### src/rtl/serial_adder_if.sv
// Operand/result bundle for the bit-serial adder: request side drives start and
// operands, the adder returns busy/done and the registered sum/carry.
interface serial_adder_if #(
  parameter int WIDTH = 8
);
  logic             start;
  logic [WIDTH-1:0] a;
  logic [WIDTH-1:0] b;
  logic             cin;
  logic             busy;
  logic             done;
  logic [WIDTH-1:0] sum;
  logic             cout;

  modport master (output start, a, b, cin, input  busy, done, sum, cout);
  modport slave  (input  start, a, b, cin, output busy, done, sum, cout);
endinterface

### src/rtl/serial_adder.sv
// Bit-serial WIDTH-bit adder: one full-adder cell plus a carry flop, one bit pair
// per clock LSB first; result and final carry are published with a done strobe.
module fa (
  input  logic a,
  input  logic b,
  input  logic c,
  output logic s,
  output logic ca
);
  assign s  = a ^ b ^ c;
  assign ca = (a & b) | (a & c) | (b & c);
endmodule

module serial_adder #(
  parameter int WIDTH = 8
) (
  input  logic          clk,
  input  logic          rst_n,
  serial_adder_if.slave bus
);
  localparam int CW = $clog2(WIDTH + 1);

  typedef enum logic [1:0] {IDLE, SHIFT, DONE} state_t;

  state_t           r_state;
  state_t           w_nextState;
  logic [WIDTH-1:0] r_aShift;
  logic [WIDTH-1:0] r_bShift;
  logic [WIDTH-1:0] r_result;
  logic [WIDTH-1:0] r_sum;
  logic             r_carry;
  logic             r_cout;
  logic [CW-1:0]    r_count;
  logic             w_s;
  logic             w_ca;
  logic             w_accept;
  logic             w_last;
  logic [WIDTH:0]   w_resultWide;
  logic [WIDTH-1:0] w_resultNext;

  fa u_fa (
    .a  (r_aShift[0]),
    .b  (r_bShift[0]),
    .c  (r_carry),
    .s  (w_s),
    .ca (w_ca)
  );

  // Widening before the shift keeps the MSB insertion legal even for WIDTH=1.
  assign w_resultWide = {w_s, r_result};
  assign w_resultNext = w_resultWide[WIDTH:1];

  assign w_accept = bus.start && (r_state != SHIFT);
  assign w_last   = (r_state == SHIFT) && (r_count == CW'(WIDTH - 1));

  always_ff @(posedge clk or negedge rst_n) begin
    if (!rst_n) r_state <= IDLE;
    else        r_state <= w_nextState;
  end

  always_comb begin
    w_nextState = r_state;
    case (r_state)
      IDLE:    if (bus.start) w_nextState = SHIFT;
      SHIFT:   if (w_last) w_nextState = DONE;
      DONE:    w_nextState = bus.start ? SHIFT : IDLE;
      default: w_nextState = IDLE;
    endcase
  end

  always_ff @(posedge clk or negedge rst_n) begin
    if (!rst_n) begin
      r_aShift <= '0;
      r_bShift <= '0;
      r_result <= '0;
      r_sum    <= '0;
      r_carry  <= 1'b0;
      r_cout   <= 1'b0;
      r_count  <= '0;
    end else if (w_accept) begin
      r_aShift <= bus.a;
      r_bShift <= bus.b;
      r_carry  <= bus.cin;
      r_count  <= '0;
    end else if (r_state == SHIFT) begin
      r_aShift <= r_aShift >> 1;
      r_bShift <= r_bShift >> 1;
      r_result <= w_resultNext;
      r_carry  <= w_ca;
      r_count  <= r_count + CW'(1);
      // Publish only on the final bit so sum/cout never show partial results.
      if (w_last) begin
        r_sum  <= w_resultNext;
        r_cout <= w_ca;
      end
    end
  end

  assign bus.busy = (r_state == SHIFT);
  assign bus.done = (r_state == DONE);
  assign bus.sum  = r_sum;
  assign bus.cout = r_cout;
endmodule

### src/flat_wrapper.sv
// flat-port wrapper written by rule: the top's interface ports become plain ports
module serial_adder_flat 
#(
  parameter int WIDTH = 8
)
  (clk, rst_n, bus_start, bus_a, bus_b, bus_cin, bus_busy, bus_done, bus_sum, bus_cout);
  serial_adder_if #(.WIDTH(WIDTH)) bus_i ();
  input  logic clk;
  input  logic rst_n;
  input wire logic [$bits(bus_i.start)-1:0] bus_start;
  input wire logic [$bits(bus_i.a)-1:0] bus_a;
  input wire logic [$bits(bus_i.b)-1:0] bus_b;
  input wire logic [$bits(bus_i.cin)-1:0] bus_cin;
  output wire logic [$bits(bus_i.busy)-1:0] bus_busy;
  output wire logic [$bits(bus_i.done)-1:0] bus_done;
  output wire logic [$bits(bus_i.sum)-1:0] bus_sum;
  output wire logic [$bits(bus_i.cout)-1:0] bus_cout;
  assign bus_i.start = bus_start;
  assign bus_i.a = bus_a;
  assign bus_i.b = bus_b;
  assign bus_i.cin = bus_cin;
  assign bus_busy = bus_i.busy;
  assign bus_done = bus_i.done;
  assign bus_sum = bus_i.sum;
  assign bus_cout = bus_i.cout;
  serial_adder #(.WIDTH(WIDTH)) u_core (.clk(clk), .rst_n(rst_n), .bus(bus_i));
endmodule
### config.mk
export PLATFORM = sky130hd
export DESIGN_NAME = serial_adder_flat
export DESIGN_NICKNAME = d
export VERILOG_FILES = /design/src/rtl/serial_adder_if.sv /design/src/rtl/serial_adder.sv /design/src/flat_wrapper.sv
export SDC_FILE = /design/constraint.sdc
export NUM_CORES = 1
export LEC_CHECK = 0
export BUFFER_PORTS_ARGS = -buffer_cell sky130_fd_sc_hd__buf_2
export CORE_ASPECT_RATIO = 0.5
export CORE_MARGIN = 2
export CORE_UTILIZATION = 50
export CTS_CLUSTER_SIZE = 20
export DETAILED_ROUTE_END_ITERATION = 10
export PLACE_DENSITY = 0.83
export SLEW_MARGIN = 10
export SYNTH_ARGS = -nofsm -noshare
export SYNTH_HDL_FRONTEND = slang
export SYNTH_SLANG_ARGS = --single-unit
export TNS_END_PERCENT = 30
### constraint.sdc
create_clock -name clk -period 2 [get_ports clk]
set_input_delay 0.2 -clock clk [delete_from_list [all_inputs] [get_ports clk]]
set_output_delay 0.2 -clock clk [all_outputs]
set_load 0.005 [all_outputs]
# Yosys cells after proc, flatten, opt, wreduce, memory -nomap -nowiden
# Cells that the tools add are included.
[word_totals] latchBits=0 inputBits=20 ramBits=0 ff_bits=40 romBits=0 output_inout_bits=11 elab_cells=42 mem_count=0
[op_classes] n_mux=12 n_eq_ne=6 n_div=0 magnitude_cmp=0 shift=0 n_addsub=1 multipliers=0 n_bitwise=8 reduce_logical=7
[ops] cell="$mux 8" n=4
[ops] cell="$mux 4" n=2
[ops] cell="$pmux 2 s3" n=1
[ops] cell="$add 4x1->4 const B" n=1
[ops] cell="$eq 4x3->1 const B" n=1
[ops] cell="$mux 2" n=2
[ops] cell="$ne 2x1->1 const B" n=2
[ops] cell="$reduce_and 2->1" n=2
[ops] cell="$and 1x1->1" n=3
[ops] cell="$mux 1" n=3
[ops] cell="$reduce_and 3->1" n=1
[ops] cell="$eq 2x1->1 const B" n=1
[ops] cell="$eq 2x2->1 const B" n=1
[ops] cell="$logic_and 1x1->1" n=2
[ops] cell="$logic_not 2->1" n=1
[ops] cell="$ne 2x2->1 const B" n=1
[ops] cell="$or 1x1->1" n=2
[ops] cell="$reduce_bool 2->1" n=1
[ops] cell="$xor 1x1->1" n=2
[ops] cell="$not 1->1" n=1

# Logic depth before layout (Yosys ltp)
[logic_depth] word_depth=5 ltp_mapped=5 depth_no_buf=4

# Cells and area by module
# Synthesis repeated with hierarchy kept, for this count alone.
[hier_totals] hier_cells=147 area_unflattened_um2=1659.1
[by_module_without_submodules] module="serial_adder" seq_area_each_um2=975.9 cells_each=146 n_inst=1 area_per_inst_um2=1639.1
[by_module_without_submodules] module="fa" seq_area_each_um2=0.0 cells_each=1 n_inst=1 area_per_inst_um2=20.0

# Worst setup path before layout
# OpenSTA, ideal clock, no wires.
[synth_timing] path_type="flip-flop to flip-flop" start="register u_core.r_count[0]" end="register u_core.r_cout (netlist: u_core.bus.cout)" t_arrival_ns=1.294 slack_ns=0.581 setup_ns=0.125 path_stages_with_launch=5 path_buffers=0 path_cell_list="dfrtp_1 ha_1 nand2_1 nor3_4 mux2_2"
[synth_between] elab_chain_len=3
[synth_lines] item="from (decl)" line="serial_adder.sv:33" text="logic [CW-1:0] r_count;"
[synth_lines] item="from (signal assigned)" line="serial_adder.sv:90" text="r_count <= r_count + CW'(1);"
[synth_lines] item="$eq 4x3->1" line="serial_adder.sv:54" text="assign w_last = (r_state == SHIFT) && (r_count == CW'(WIDTH - 1));"
[synth_lines] item="$logic_and 1x1->1" line="serial_adder.sv:54"
[synth_lines] item="$reduce_and 3->1 (no line)"
[synth_lines] item="to (signal assigned)" line="serial_adder.sv:94" text="r_cout <= w_ca;"
[synth_lines] item="to (decl)" line="serial_adder.sv:32" text="logic r_cout;"
# Every way passes these cells.
# A chain may end at the register's enable or synchronous reset.

# Worst setup path in the final report
[layout_timing] start="register u_core.r_count[0]" end="register u_core.r_sum[3] (netlist: u_core.bus.sum[3])"
[layout_between] elab_chain_len=3
[layout_lines] item="$eq 4x3->1" line="serial_adder.sv:54"
[layout_lines] item="$logic_and 1x1->1" line="serial_adder.sv:54"
[layout_lines] item="$reduce_and 3->1 (no line)"
[layout_lines] item="to (signal assigned)" line="serial_adder.sv:93" text="r_sum <= w_resultNext;"
[layout_lines] item="to (decl)" line="serial_adder.sv:30" text="logic [WIDTH-1:0] r_sum;"
# Every way passes these cells.

==> key figures <==
Floorplan
  • Die area: 3820 µm²
  • # IOs: 31
  • Core Box Area: between 3000 and 4000 µm²
  • Die H: between 40 and 50 µm
  • Initial Util: 0.538
  • Rows: 14
  • Die width: 85.5 µm

Timing
  • Hold_ws: ~0.014 ns
  • Final Cycle Share: 0.818
  • Final Hold Fails: 0
  • RSZ-0062 raised after global routing: false
  • Peak Freq: 611 MHz
  • Rel. slew slack: 0.441
  • Final setup TNS: 0 ns
  • Slew @ Worst Pin: between 0.8 and 0.9 ns
  • Skew final: 0.00487 ns
  • Count of final setup violators: 0
  • Minimum clock period: 1.64 ns
  • Fin. max-slew vios: 0

Clocking
  • Reg clk slew, reported paths: 0.07 ns
  • Clock Sinks: 39
  • Clock root cell: clkbuf_8
  • Cts hold-fix bufs: 0
  • Clock Path Buffers: 2
  • Num CTS Buffers: 5
  • Post-cts resize count: 0
  • TritonCTS clock tree: built
  • CTS H-Tree Depth: 2
  • Post-CTS Setup Bufs: 0
  • Clock Latency Late Sink: 0.28 ns

Final layout
  • Fin area: 1910 µm²
  • Leading cell type in the layout, fill and taps excluded: nand2_1
  • Most frequent cells in the layout: nand2_1, dfrtp_1, buf_2
  • Area Overhead vs Synth: 15.0%
  • Diode count: 0
  • Nets: 200
  • Share of post-route cells with drive strength above 1: 0.271
  • # fillers: 248

Critical path
  • CP Class: reg -> reg
  • Slowest-stage cell, CP: dfrtp_1
  • Worst endpoint required time: 2.17 ns
  • Worst setup EP type: flop
  • Crit path launch type: flop
  • Worst-path cell chain: ha_1 > nand2_1 > nor3_4 > mux2_2
  • Peak fanout along the critical path: 10
  • CP max stage delay: ~0.4 ns
  • CP arrival: between 1.5 and 2 ns

Drt
  • Residual DRC count: 0
  • Drt pass-1 iters: 4
  • Drt total wl: 2980 µm
  • First DRT Iteration DRCs: 48
  • Via count: 1128
  • Post-DR wirelength/cell: 13.7 µm
  • ANT nets after route: 0
  • Vias per std cell: 5.20

Yosys
  • Gate Count Post-Synth: 147
  • Synth Area per Inst: 11.3 µm²
  • Seq/Total Area, Yosys: 0.588
  • Post-Syn Area: roughly 1700 µm²
  • XOR/XNOR Fraction of Synth Area: 0.00528
  • Top cell type by total area after synthesis: dfrtp_1
  • Post-synthesis mux area share: 0.176
  • Synth Area in Adders: 0.0196
  • FF+latch count, synth: 39
  • Mapped Nets: 169
  • Main combinational cell family by area after synthesis: multiplexers
  • Synth Area in Simple Gates: 0.127
  • Warnings, synthesis: 0
  • Yosys cell types: 18
  • Synth top area share: 0.588
  • Area contributors post-synth: dfrtp_1, mux2i_1, nand2_1, mux2_2, o21ai_0
  • Synth Area in Compound Gates: 0.0603

Run
  • Max_cap viols: 0

Power
  • Clock share of power: 0.177
  • Reg power frac: 0.496
  • Cell-internal power: 1.75 mW
  • Switching Fraction: 0.350
  • Share of total power in combinational logic: 0.327
  • LEAKAGE: 0.953 nW
  • Worst vdd ir: ~0.77 mV
  • PD cells: 1410 nW/µm²
  • NetSw: 0.943 mW

Placement
  • RePlAce Congestion: 0.717
  • PortBufs: 30
  • DP Area: 1840 µm²
  • Final HPWL DP: approximately 2000 µm

Min path
  • Hold WC Path Type: in -> async

Global route
  • Vias in the first global route: 1108
  • Largest net degree at the start of global routing: 40
  • Total Routing Usage GR: 0.184
  • First-pass GRT wire length: 5180 µm
  • Remaining global-route overflow: 0
  • Initial antenna violation count: 0

Status
  • Status: finished, final reports clean
-- synthesized netlist by cell type --
master / count
nand2_1: 40
dfrtp_1: 39
o21ai_0: 20
mux2i_1: 18
mux2_2: 10
clkbuf_1: 5
nand3_1: 3
nor2_1: 2
and2b_1: 1
buf_2: 1
buf_4: 1
clkinv_1: 1
fa_1: 1
ha_1: 1
inv_1: 1
nand2b_4: 1
nor3_4: 1
xor2_1: 1
-- cells by family after synthesis --
kind of cell	Yosys count
AOI/OAI and AO/OA	20
buffers and inverters	9
DFF	39
xor gates and xnor gates	1
adders and majority gates	2
muxes	28
and+or+nand+nor	48
-- final timing paths --
kind / start / depth (start not counted) / endpoint / slack (ns)
min in group clk: bus_b[7] / 3 / u_core.r_bShift[7] / 0.16
worst max register to register: u_core.r_count[0] / 4 / u_core.bus.sum[3] / 0.36
worst max-delay path: u_core.r_count[0] / 4 / u_core.bus.sum[3] / 0.36
worst min-delay path: rst_n / 1 / u_core.r_result[4] / 0.01
max in group asynchronous: rst_n / 1 / u_core.r_aShift[1] / 1.46
worst min register to register: u_core.r_aShift[7] / 2 / u_core.r_aShift[6] / 0.48
-- metrics by stage --
step                total power [mW]  std cells  setup WS (ns)  utilization
floorplan                       1.92        147          0.581            -
global placement                2.18        211          0.460        0.595
detailed placement              2.24        211          0.387        0.595
CTS                             2.72        217          0.362        0.619
global route                    2.94        217          0.281        0.619
finish                          2.70        217          0.365        0.619
-- power by group through the flow --
stage	clock, mW	combinational, mW	sequential, mW
2_1_floorplan	0	0.611	1.31
3_3_place_gp	0	0.849	1.33
3_5_place_dp	0	0.891	1.35
4_1_cts	0.488	0.898	1.34
5_1_grt	0.525	1.03	1.38
6_report	0.477	0.883	1.34
-- sequential cells by signal, summed over array words and instances, names as in the netlist --
signal,flops
u_core.r_count,4
u_core.bus.sum,8
u_core.r_state,2
u_core.r_result,7
u_core.r_carry,1
u_core.r_aShift,8
u_core.bus.cout,1
u_core.r_bShift,8
-- area by class of cell --
cell class / instances / area, µm² / share of cell area
flip-flops and latches: 39 / 976 / 0.511
multi-input cells: 99 / 644 / 0.338
repair buffers: 31 / 158 / 0.0826
clock buffers: 6 / 72.6 / 0.0380
well taps: 40 / 50.0 / 0.0262
inverters: 2 / 7.51 / 0.00393
-- layer usage --
metal	vias to the layer above	part of all wire	global-route usage
met3	10	0.047	0.0640
met2	25	0.48	0.303
met1	547	0.46	0.226
met5	-	0	0
li1	546	-	-
met4	0	0.016	0.0857
-- critical path: cells and delay by family, from the launching register on --
kind	cells	cell delay [ns]
multiplexers	1	0.39
adder cells (fa/ha/maj)	1	0.21
flip-flops	1	0.40
AND/OR/NAND/NOR	2	0.52
Note: power is estimated with default switching activity, not from simulation.
